[src/rtl/i2c_temp_poll_scheduler.sv]
// Schedules reads on the I2C temperature controller: merges periodic ticks and manual
// requests, drives the Start/Done handshake with a timeout, and publishes the result.
module i2c_temp_poll_scheduler #(
  parameter int unsigned POLL_PERIOD = 50000000,
  parameter int unsigned TIMEOUT     = 1000000,
  parameter int unsigned CNT_W       = 26
) (
  input  logic        clock,
  input  logic        Reset,
  input  logic        Enable,
  input  logic        ReqRead,
  input  logic        ClearError,
  input  logic        Done,
  input  logic [15:0] RawTemp,
  output logic        Start,
  output logic        Busy,
  output logic        Valid,
  output logic [12:0] TempRaw,
  output logic [8:0]  TempInt,
  output logic [7:0]  SampleCount,
  output logic        Error
);

  typedef enum logic [1:0] {
    ST_IDLE,
    ST_WAIT,
    ST_RELEASE
  } state_t;

  localparam logic [CNT_W-1:0] PER_LAST = CNT_W'(POLL_PERIOD - 1);
  localparam logic [CNT_W-1:0] TMO_LAST = CNT_W'(TIMEOUT - 1);

  state_t            state_q, state_d;
  logic [CNT_W-1:0]  per_cnt_q, per_cnt_d;
  logic [CNT_W-1:0]  tmo_cnt_q, tmo_cnt_d;
  logic              pend_man_q, pend_man_d;
  logic              pend_per_q, pend_per_d;
  logic              start_q, start_d;
  logic              busy_q, busy_d;
  logic              valid_q, valid_d;
  logic [12:0]       temp_raw_q, temp_raw_d;
  logic [7:0]        sample_cnt_q, sample_cnt_d;
  logic              error_q, error_d;

  logic              tick;
  logic              issue;
  logic              timeout;
  logic              unused_raw_lsbs;

  always_comb begin
    state_d      = state_q;
    per_cnt_d    = per_cnt_q;
    tmo_cnt_d    = tmo_cnt_q;
    temp_raw_d   = temp_raw_q;
    sample_cnt_d = sample_cnt_q;
    valid_d      = 1'b0;
    issue        = 1'b0;
    timeout      = 1'b0;

    tick = Enable && (per_cnt_q == PER_LAST);
    if (!Enable || tick) begin
      per_cnt_d = '0;
    end else begin
      per_cnt_d = per_cnt_q + CNT_W'(1);
    end

    case (state_q)
      ST_IDLE: begin
        if (pend_man_q || pend_per_q) begin
          issue     = 1'b1;
          tmo_cnt_d = '0;
          state_d   = ST_WAIT;
        end
      end
      ST_WAIT: begin
        // Done takes priority over a coincident timeout.
        if (Done) begin
          temp_raw_d   = RawTemp[15:3];
          sample_cnt_d = sample_cnt_q + 8'd1;
          valid_d      = 1'b1;
          state_d      = ST_RELEASE;
        end else if (tmo_cnt_q == TMO_LAST) begin
          timeout = 1'b1;
          state_d = ST_RELEASE;
        end else begin
          tmo_cnt_d = tmo_cnt_q + CNT_W'(1);
        end
      end
      ST_RELEASE: begin
        if (!Done) begin
          state_d = ST_IDLE;
        end
      end
      default: state_d = ST_IDLE;
    endcase

    // A request landing on the issue edge re-arms its flag rather than being absorbed.
    pend_man_d = (pend_man_q && !issue) || ReqRead;
    pend_per_d = (pend_per_q && !issue) || tick;
    error_d    = timeout || (error_q && !ClearError);
    start_d    = (state_d == ST_WAIT);
    busy_d     = (state_d != ST_IDLE);
  end

  always_comb begin
    unused_raw_lsbs = ^RawTemp[2:0];
  end

  always_ff @(posedge clock) begin
    if (Reset) begin
      state_q      <= ST_IDLE;
      per_cnt_q    <= '0;
      tmo_cnt_q    <= '0;
      pend_man_q   <= 1'b0;
      pend_per_q   <= 1'b0;
      start_q      <= 1'b0;
      busy_q       <= 1'b0;
      valid_q      <= 1'b0;
      temp_raw_q   <= '0;
      sample_cnt_q <= '0;
      error_q      <= 1'b0;
    end else begin
      state_q      <= state_d;
      per_cnt_q    <= per_cnt_d;
      tmo_cnt_q    <= tmo_cnt_d;
      pend_man_q   <= pend_man_d;
      pend_per_q   <= pend_per_d;
      start_q      <= start_d;
      busy_q       <= busy_d;
      valid_q      <= valid_d;
      temp_raw_q   <= temp_raw_d;
      sample_cnt_q <= sample_cnt_d;
      error_q      <= error_d;
    end
  end

  assign Start       = start_q;
  assign Busy        = busy_q;
  assign Valid       = valid_q;
  assign TempRaw     = temp_raw_q;
  assign TempInt     = temp_raw_q[12:4];
  assign SampleCount = sample_cnt_q;
  assign Error       = error_q;

endmodule

[config.mk]
export PLATFORM = sky130hd
export DESIGN_NAME = i2c_temp_poll_scheduler
export DESIGN_NICKNAME = d
export VERILOG_FILES = /design/src/rtl/i2c_temp_poll_scheduler.sv
export SDC_FILE = /design/constraint.sdc
export NUM_CORES = 1
export LEC_CHECK = 0
export ABC_AREA = 0
export CAP_MARGIN = 15
export CELL_PAD_IN_SITES_DETAIL_PLACEMENT = 2
export CELL_PAD_IN_SITES_GLOBAL_PLACEMENT = 2
export CORE_ASPECT_RATIO = 0.8
export CORE_UTILIZATION = 25
export DETAILED_ROUTE_END_ITERATION = 8
export PLACE_DENSITY = 0.6
export SYNTH_ARGS = -nofsm -noshare
export SYNTH_HDL_FRONTEND = slang
export SYNTH_SLANG_ARGS = --single-unit
[constraint.sdc]
create_clock -name clock -period 2.9 [get_ports clock]
set_clock_uncertainty 0.15 [all_clocks]
set_input_delay 0.58 -clock clock [delete_from_list [all_inputs] [get_ports clock]]
set_output_delay 0.58 -clock clock [all_outputs]
set_load 0.01 [all_outputs]
==> flow_summary.yaml, run 1 <==
synthesis:
  yosysTopAreaCell: "dfxtp_1"
  postSynthCellCount: 463
  synth_top_area_share_pct: 42.7
  syn_nets: 488
  synth_area_per_cell_um2: 8.21
  synth_ff_type: "dfxtp_1"
  ys_seq_area_share_pct: 42.7
  synth_cell_types: 50
  synth_edf_count: 0
  synth_area_um2: 3800
  synthArstFlopShare_pct: 0
  yosysWarningCount: 0
  synthTopCellsByArea: "dfxtp_1 43%, nand2_1 5.3%, nor2_1 5.3%"
  synth_seq_cells: 81
sta:
  setup_viol: 0
  relSlewSlack_pct: 53.8
  fin_ws_ns: 0.373
  grt_setup_unrepaired: "false"
  clock.fmax_ghz: 0.396
  tightest_slew_ns: 0.685
  hold_violations: 0
  fin_crit_sh_pct: 87.1
  slew_viol_final: 0
  post-route-min-period_ns: 2.53
  setup_tns_ns: 0
grt:
  antenna_found_initial: 0
  grt_start_max_net_pins: 27
  track_usage_pct: 15.8
  busiest_layer: "met2"
  gr-usage-met1_pct: 21.4
  grtUsageMet3_pct: 3.97
  grt-ovfl-total: 0
  grt_first_pass_wirelength_um: 19500
  first_global_vias: 3666
  grtUsageMet2_pct: 24.7
detailed_routing:
  wl_um: 11700
  wl_per_cell_um: 16.9
  ant_nets: 0
  via_count: 3554
  first_iter_violations: 124
  vias_per_cell: 5.11
  dr.pass1.iters: 6
  drc_errors: 0
floorplan:
  core_area_um2: 14500
  fp.dieW_um: 140
  num_io_pins: 56
  dieHeight_um: 112
  dieArea_um2: 15700
  rows: 39
  initial_core_util_pct: 26.1
finish:
  area_growth_pct: 26.6
  nFillCells: 1650
  finish.net_count: 531
  layout-drive-gt1-share_pct: 8.22
  mostFrequentLayoutCells: "81 x dfxtp_1, 54 x nand2_1, 53 x nor2_1, 51 x clkdlybuf4s50_1, 36 x a21oi_1"
  num_antenna_cells: 0
  mostFrequentLayoutCell: "dfxtp_1"
min_path:
  hp-class: "flop to flop"
  whs_path_depth: 2
  worst_hold_startpoint: "TempRaw[0]"
  whs_endpoint: "TempRaw[0]"
flow_run:
  max_cap_viol_count: 0
clocking:
  clkSinkCount: 81
  cts_max_level: 3
  clkTransAtPathRegs_ns: 0.06
  cts_root_buffer: "clkbuf_16"
  cts_buffers: 9
  clk_latency_ns: 0.34
  cts_tree: "done"
  cts-resized-gates: 0
  cts_hold_buf: 0
  cts_setup_buffers: 0
  cts_max_path_buffers: 2
worst_setup_path:
  cp-end-kind: "flop"
  timing.rr.end: "tmo_cnt_q[25]"
  crit_type: "flop to flop"
  timing.critical_path.slowest_stage_cell: "or4_1"
  r2r_cells: 5
  worst_ep_arrival_time_ns: 2.61
  start_kind: "flop"
  r2r_setup_slack_ns: 0.37
  crit_fanout: 9
  cp_data_required_time_ns: 2.98
  worstReg2RegStart: "tmo_cnt_q[7]"
  max_stage_delay_ns: 0.74
  path_cells: "nand4_4 > or4_1 > or3_1 > and3_1 > a211o_1"
pwr:
  power.switching_mw: 0.577
  p_comb_share_pct: 7.1
  peakVddDrop_mv: 0.233
  seqPwrFrac_pct: 45.2
  p_leak_nw: 1.60
  switching_share_pct: 22.9
  power.density_nw_per_um2: 525
  clockPowerShare_pct: 47.8
  internal_power_mw: 1.95
place:
  hpwlAfterDp_um: 8490
  port_buffers: 52
  place_ws_ns: 0.206
  place.gp.congestion: 0.728
outcome:
  run_status: "finished clean"
[per-stage QoR]
stage	area (um^2)	cells	utilization, %	power, mW	hold slack [ns]
CTS	4810	695	33.1	2.58	0.314
finish	4810	695	33.1	2.52	0.316
global placement	4490	679	30.9	1.34	0.293
floorplan	3800	463	-	1.25	0.276
detailed placement	4490	679	30.9	1.35	0.306
global route	4810	695	33.1	2.64	0.339
[worst max path at each step]
stage / to / cells after the start / slack [ns] / start
3_5_place_dp: tmo_cnt_q[0] / 6 / 0.21 / tmo_cnt_q[6]
2_1_floorplan: tmo_cnt_q[12] / 8 / 0.53 / Done
3_3_place_gp: tmo_cnt_q[0] / 6 / 0.34 / tmo_cnt_q[6]
4_1_cts: tmo_cnt_q[0] / 6 / 0.17 / tmo_cnt_q[6]
6_report: tmo_cnt_q[25] / 5 / 0.37 / tmo_cnt_q[7]
5_1_grt: tmo_cnt_q[3] / 6 / 0.21 / tmo_cnt_q[6]
[layer usage]
layer	wire, um	vias to the layer above
li1	-	1742
met5	0	-
met4	107	0
met1	6120	1783
met3	231	7
met2	5270	22
[area by class of cell]
| type | instances | area [um^2] | area share (%) |
|---|---|---|---|
| inverter | 6 | 22.5 | 0.468 |
| timing repair buffer | 68 | 636 | 13.2 |
| clock buffer | 13 | 270 | 5.61 |
| clock inverter | 3 | 46.3 | 0.962 |
| multi-input combinational | 340 | 1990 | 41.3 |
| tap | 184 | 230 | 4.78 |
| sequential | 81 | 1620 | 33.7 |
[flip-flops by register name, summed over array words and instances (netlist names), 2 cells and up]
register     flops
tmo_cnt_q       26
SampleCount      8
state_q          2
TempRaw         13
per_cnt_q       26
[synth_stat cells (all sizes together) (2+ instances only)]
cell type,number
and4,5
a41oi,3
or2,2
nand4,17
buf,12
clkbuf,24
mux2,2
o21ai,16
a21boi,2
nor2b,3
xnor2,19
o21a,2
nand2,54
or3,9
a311oi,7
inv,6
nor2,54
or4,6
nand3b,3
ha,3
a21oi,36
a21o,9
a211oi,3
o31ai,3
dfxtp,81
nand3,20
a31oi,3
xor2,12
nor4,14
and3,6
nor3,13
[kinds of logic (layout without fill, tap and decap cells)]
kind of cell	count (synthesis)	count (layout)	synth area share, %
AOI/OAI and AO/OA	92	92	15.2
xor gates and xnor gates	31	31	7.14
adders and majority gates	3	3	0.988
buffers and inverters	42	90	5.13
DFF	81	81	42.7
muxes	2	2	0.592
and+or+nand+nor	212	212	28.2
[power groups by stage]
stage	logic, mW	clock network, mW	registers (mW)
detailed placement	0.181	0	1.17
global placement	0.178	0	1.16
CTS	0.182	1.26	1.14
floorplan	0.0866	0	1.17
finish	0.178	1.21	1.14
global route	0.195	1.30	1.14
[worst max-delay path: cells and delay by family (launching register included)]
kind / cells / cell delay, ns
compound gates: 1 / 0.21
flops: 1 / 0.51
simple gates: 4 / 1.56
Power figures use the tool's default switching activity.
==> inputs of run 2 (changes only) <==
--- a/config.mk
+++ b/config.mk
@@ -12,6 +12,7 @@
 export CORE_ASPECT_RATIO = 0.8
 export CORE_UTILIZATION = 25
 export DETAILED_ROUTE_END_ITERATION = 8
+export GPL_TIMING_DRIVEN = 0
 export PLACE_DENSITY = 0.6
 export SYNTH_ARGS = -nofsm -noshare
 export SYNTH_HDL_FRONTEND = slang
==> constraint.sdc (replaced) <==
create_clock -name clock -period 2.85 [get_ports clock]
set_clock_uncertainty 0.15 [all_clocks]
set_input_delay 0.57 -clock clock [delete_from_list [all_inputs] [get_ports clock]]
set_output_delay 0.57 -clock clock [all_outputs]
set_load 0.01 [all_outputs]
==> run 2 against run 1 <==
Against the previous run:
- first-iteration DRC count is 7.3% higher
- worst setup slack worse by 0.18 ns
- combinational power increased by 7%
- power rose by 12%
- cell area is 2.6% higher
- fmax is 5.0% lower
- sequential cell count did not move
- clock-buffer cell count decreased by 3
- non-clock buffer count increased by 19
- via count rose by 1.9%
- largest power group unchanged
- highest routed layer unchanged
==> flow_summary.yaml, run 2 (synthesis results as in run 1) <==
pwr:
  peakVddDrop_mv: 0.279
  power.density_nw_per_um2: 571
  p_total_mw: 2.82
  p_leak_nw: 1.64
clocking:
  cts_root_buffer: "clkbuf_16"
  cts_buffers: 9
  clkTransAtPathRegs_ns: 0.06
  clk_latency_ns: 0.35
  clkSinkCount: 81
  cts_max_path_buffers: 2
  cts_hold_buf: 0
  cts_max_level: 3
  cts_tree: "done"
grt:
  grt-ovfl-total: 0
  busiest_layer: "met2"
  grtUsageMet2_pct: 26.2
  grt_start_max_net_pins: 15
  track_usage_pct: 16.3
  first_global_vias: 3918
  gr-usage-met1_pct: 21.6
  grtUsageMet3_pct: 3.97
  grt_first_pass_wirelength_um: 20200
  antenna_found_initial: 0
finish:
  nFillCells: 1621
  multi_input_area_um2: 2000
  mostFrequentLayoutCell: "dfxtp_1"
  stdcell_count: 714
  register_area_um2: 1620
  mostFrequentLayoutCells: "81 x dfxtp_1, 54 x nand2_1, 53 x nor2_1, 51 x clkdlybuf4s50_1, 36 x a21oi_1"
  finish.net_count: 550
  area_growth_pct: 30.0
  layout-drive-gt1-share_pct: 7.74
  fin_util_pct: 34.0
  num_antenna_cells: 0
place:
  port_buffers: 51
  dp.cells: 698
  place.gp.congestion: 0.743
  hpwlAfterDp_um: 9090
worst_setup_path:
  cp-end-kind: "flop"
  cp_data_required_time_ns: 2.99
  worst_ep_arrival_time_ns: 2.80
  r2r_cells: 6
  crit_fanout: 10
  crit_type: "flop to flop"
  start_kind: "flop"
detailed_routing:
  wl_per_cell_um: 17.0
  vias_per_cell: 5.07
  first_iter_violations: 133
  ant_nets: 0
  via_count: 3623
  drc_errors: 0
  wl_um: 12200
  dr.pass1.iters: 4
sta:
  hold_violations: 0
  grt_setup_unrepaired: "false"
  slew_viol_final: 0
  post-route-min-period_ns: 2.66
  fin_crit_sh_pct: 93.3
  setup_viol: 0
  clock.fmax_ghz: 0.376
  tightest_slew_ns: 0.830
  relSlewSlack_pct: 44.1
floorplan:
  dieHeight_um: 112
  num_io_pins: 56
  initial_core_util_pct: 26.1
  fp.dieW_um: 140
  core_area_um2: 14500
  dieArea_um2: 15700
  rows: 39
outcome:
  run_status: "finished clean"
flow_run:
  max_cap_viol_count: 0
min_path:
  hp-class: "flop to flop"
  whs_path_depth: 1
## run 2: cell count changes in the layout (fill, tap and decap cells not counted), sizes merged
cell / before / now
buf: 17 / 12
clkinvlp: 1 / 0
bufinv: 1 / 4
clkbuf: 13 / 34
clkinv: 0 / 1
## run 2: where the power goes
| part | internal, mW | switching (mW) |
|---|---|---|
| combinational | 0.0800 | 0.111 |
| clock | 0.974 | 0.499 |
| sequential | 1.15 | 0.00981 |
| total | 2.20 | 0.620 |
## run 2: area by class of cell
type                            instances  share of cell area (%)
Multi-Input combinational cell        340                    40.6
Sequential cell                        81                    32.8
Timing Repair Buffer                   51                    10.3
Clock buffer                           10                    4.84
Tap cell                              184                    4.66
Buffer                                 36                    3.52
Clock inverter                          6                    2.79
Inverter                                6                   0.456
## run 2: metal layers
metal  vias up  share of wire (%)
li1       1775                  -
met1      1798                 50
met2        39                 46
met3        11                3.1
met4         0               0.86
met5         -                  0
## run 2: critical path, stage by stage, from the launching register on
cell	delay [ns]
dfxtp_1	0.29
clkbuf_1	0.23
nor4_1	0.41
nand4_1	0.35
nor3_1	0.77
o221a_2	0.31
o21a_1	0.10
## run 2: timing repair
action	in CTS	in global routing
setup endpoints to repair	1	12
resized for setup	1	5
pin swaps	0	1
buffers inserted	0	0
## run 2: worst paths after layout
kind / endpoint / slack, ns / from
hold reg to reg: per_cnt_q[0] / 0.31 / per_cnt_q[0]
hold / removal: per_cnt_q[0] / 0.31 / per_cnt_q[0]
setup reg to reg: tmo_cnt_q[6] / 0.19 / tmo_cnt_q[15]
setup / recovery: tmo_cnt_q[6] / 0.19 / tmo_cnt_q[15]
## run 2: per-stage QoR
stage	cell area (um^2)	TNS, ns	setup WS [ns]	hold WS [ns]
floorplan	3800	0	0.490	0.276
global placement	4540	-1.49	-0.168	0.292
detailed placement	4540	-2.21	-0.183	0.306
CTS	4920	0	0.119	0.315
global route	4940	0	0.00372	0.337
finish	4940	0	0.191	0.314
==> inputs of run 3 (changes only) <==
--- a/config.mk
+++ b/config.mk
@@ -13,7 +13,7 @@
 export CORE_UTILIZATION = 25
 export DETAILED_ROUTE_END_ITERATION = 8
 export GPL_TIMING_DRIVEN = 0
-export PLACE_DENSITY = 0.6
+export PLACE_DENSITY = 0.63
 export SYNTH_ARGS = -nofsm -noshare
 export SYNTH_HDL_FRONTEND = slang
 export SYNTH_SLANG_ARGS = --single-unit
==> constraint.sdc (replaced) <==
create_clock -name clock -period 2.4 [get_ports clock]
set_clock_uncertainty 0.15 [all_clocks]
set_input_delay 0.48 -clock clock [delete_from_list [all_inputs] [get_ports clock]]
set_output_delay 0.48 -clock clock [all_outputs]
set_load 0.01 [all_outputs]
==> run 3 against run 2 <==
Against the previous run:
- largest cell class unchanged
- highest routed layer unchanged
- register-to-register slack lost 0.17 ns
- largest power group is now registers
- worst setup slack worse by 0.17 ns
- cell area increased by 0.76%
- sequential power is 19% higher
- sequential share of layout area fell by 0.12 points
- clock-buffer cell count stayed put
- critical endpoint is now tmo_cnt_q[25]
==> flow_summary.yaml, run 3 (synthesis results as in run 1) <==
detailed_routing:
  wl_per_cell_um: 17.4
  via_count: 3581
  ant_nets: 0
  dr.pass1.iters: 4
  vias_per_cell: 5.02
  wl_um: 12400
  drc_errors: 0
  first_iter_violations: 103
pwr:
  power.switching_mw: 0.724
  seqPwrFrac_pct: 46.1
  p_leak_nw: 1.65
  peakVddDrop_mv: 0.359
  internal_power_mw: 2.26
  switching_share_pct: 24.2
  p_comb_share_pct: 7.7
  clockPowerShare_pct: 46.2
  power.density_nw_per_um2: 600
grt:
  busiest_layer: "met2"
  grt_first_pass_wirelength_um: 20800
  track_usage_pct: 17.1
  first_global_vias: 3907
  grtUsageMet3_pct: 3.71
  gr-usage-met1_pct: 22.6
  grt_start_max_net_pins: 14
  grtUsageMet2_pct: 27.5
  antenna_found_initial: 0
  grt-ovfl-total: 0
finish:
  num_antenna_cells: 0
  mostFrequentLayoutCells: "76 x dfxtp_1, 54 x nand2_1, 53 x nor2_1, 51 x clkdlybuf4s50_1, 36 x a21oi_1"
  area_growth_pct: 30.9
  finish.net_count: 550
  nFillCells: 1653
  mostFrequentLayoutCell: "dfxtp_1"
  layout-drive-gt1-share_pct: 13.0
  fin_util_pct: 34.2
worst_setup_path:
  cp-end-kind: "flop"
  cp_data_required_time_ns: 2.49
  start_kind: "flop"
  r2r_cells: 6
  r2r_setup_slack_ns: 0.02
  worstReg2RegStart: "tmo_cnt_q[5]"
  path_cells: "nand4_2 > or4_1 > buf_2 > or3_1 > and3_1 > a211o_1"
  timing.rr.end: "tmo_cnt_q[25]"
  worst_ep_arrival_time_ns: 2.47
  max_stage_delay_ns: 0.49
  timing.critical_path.slowest_stage_cell: "or4_1"
  cpLargestDelayFamily: "simple AND/OR/NAND/NOR gates"
  path_buf_inv: 1
  crit_fanout: 9
  crit_type: "flop to flop"
floorplan:
  dieHeight_um: 112
  core_area_um2: 14500
  initial_core_util_pct: 26.1
  fp.dieW_um: 140
  rows: 39
  num_io_pins: 56
  dieArea_um2: 15700
clocking:
  cts_tree: "done"
  cts_max_level: 3
  cts_max_path_buffers: 2
  clkTransAtPathRegs_ns: 0.06
  clk_latency_ns: 0.35
  cts_root_buffer: "clkbuf_16"
  cts_hold_buf: 0
  cts_buffers: 9
  clkSinkCount: 81
outcome:
  run_status: "finished clean"
flow_run:
  max_cap_viol_count: 0
sta:
  clock.fmax_ghz: 0.420
  relSlewSlack_pct: 59.5
  tightest_slew_ns: 0.608
  hold_violations: 0
  fin_crit_sh_pct: 99.3
  slew_viol_final: 0
  post-route-min-period_ns: 2.38
  setup_viol: 0
  setup_tns_ns: 0
  grt_setup_unrepaired: "true"
place:
  port_buffers: 51
  place.gp.congestion: 0.748
  hpwlAfterDp_um: 9080
min_path:
  worst_hold_startpoint: "TempRaw[3]"
  hp-class: "flop to flop"
  whs_path_depth: 2
  whs_endpoint: "TempRaw[3]"
## run 3: how the worst max path moves through the flow
stage,from,end,slack (ns),cells after the start
after global routing,tmo_cnt_q[6],tmo_cnt_q[25],-0.10,7
after CTS,tmo_cnt_q[16],tmo_cnt_q[25],-0.1,6
after detailed placement,Done,tmo_cnt_q[0],-0.56,7
final,tmo_cnt_q[5],tmo_cnt_q[25],0.02,6
after floorplan,tmo_cnt_q[4],tmo_cnt_q[25],0.12,7
after global placement,Done,tmo_cnt_q[0],-0.52,7
## run 3: power by group through the flow
stage	Combinational [mW]	Sequential, mW	Clock, mW
global route	0.255	1.38	1.47
detailed placement	0.226	1.40	0
global placement	0.222	1.40	0
CTS	0.232	1.37	1.43
finish	0.230	1.38	1.38
floorplan	0.105	1.41	0
## run 3: final cells by class
class / instances / area [um^2] / share of cell area [%]
Multi-Input combinational cell: 340 / 2080 / 41.8
Sequential cell: 81 / 1630 / 32.7
Timing Repair Buffer: 57 / 556 / 11.2
Tap cell: 184 / 230 / 4.63
Clock buffer: 10 / 229 / 4.60
Buffer: 30 / 173 / 3.47
Clock inverter: 5 / 57.6 / 1.16
Inverter: 6 / 22.5 / 0.452
## run 3: timing repair
| item | 4_1_cts | 5_1_grt |
|---|---|---|
| buffers inserted | 1 | 5 |
| resized for setup | 17 | 25 |
| pin swaps | 2 | 1 |
| hold endpoints to repair | 0 | 0 |
| setup endpoints to repair | 48 | 46 |
## run 3: worst register-to-register path: stages, from the launching register on
cell     delay [ns]
dfxtp_1        0.47
nand4_2        0.20
or4_1          0.49
buf_2          0.19
or3_1          0.37
and3_1         0.19
a211o_1        0.21
## run 3: metal layers
layer	wire, um	vias to the layer above
met5	0	-
li1	-	1772
met2	5760	26
met4	178	0
met1	6200	1772
met3	293	11
## run 3: metrics by stage
step / hold slack, ns / std cells / setup slack [ns] / area, um^2 / total power [mW]
2_1_floorplan: 0.276 / 463 / 0.121 / 3800 / 1.51
3_3_place_gp: 0.293 / 698 / -0.524 / 4540 / 1.63
3_5_place_dp: 0.307 / 698 / -0.557 / 4540 / 1.63
4_1_cts: 0.316 / 711 / -0.0986 / 4890 / 3.04
5_1_grt: 0.332 / 713 / -0.101 / 4980 / 3.11
6_report: 0.310 / 713 / 0.0175 / 4980 / 2.99
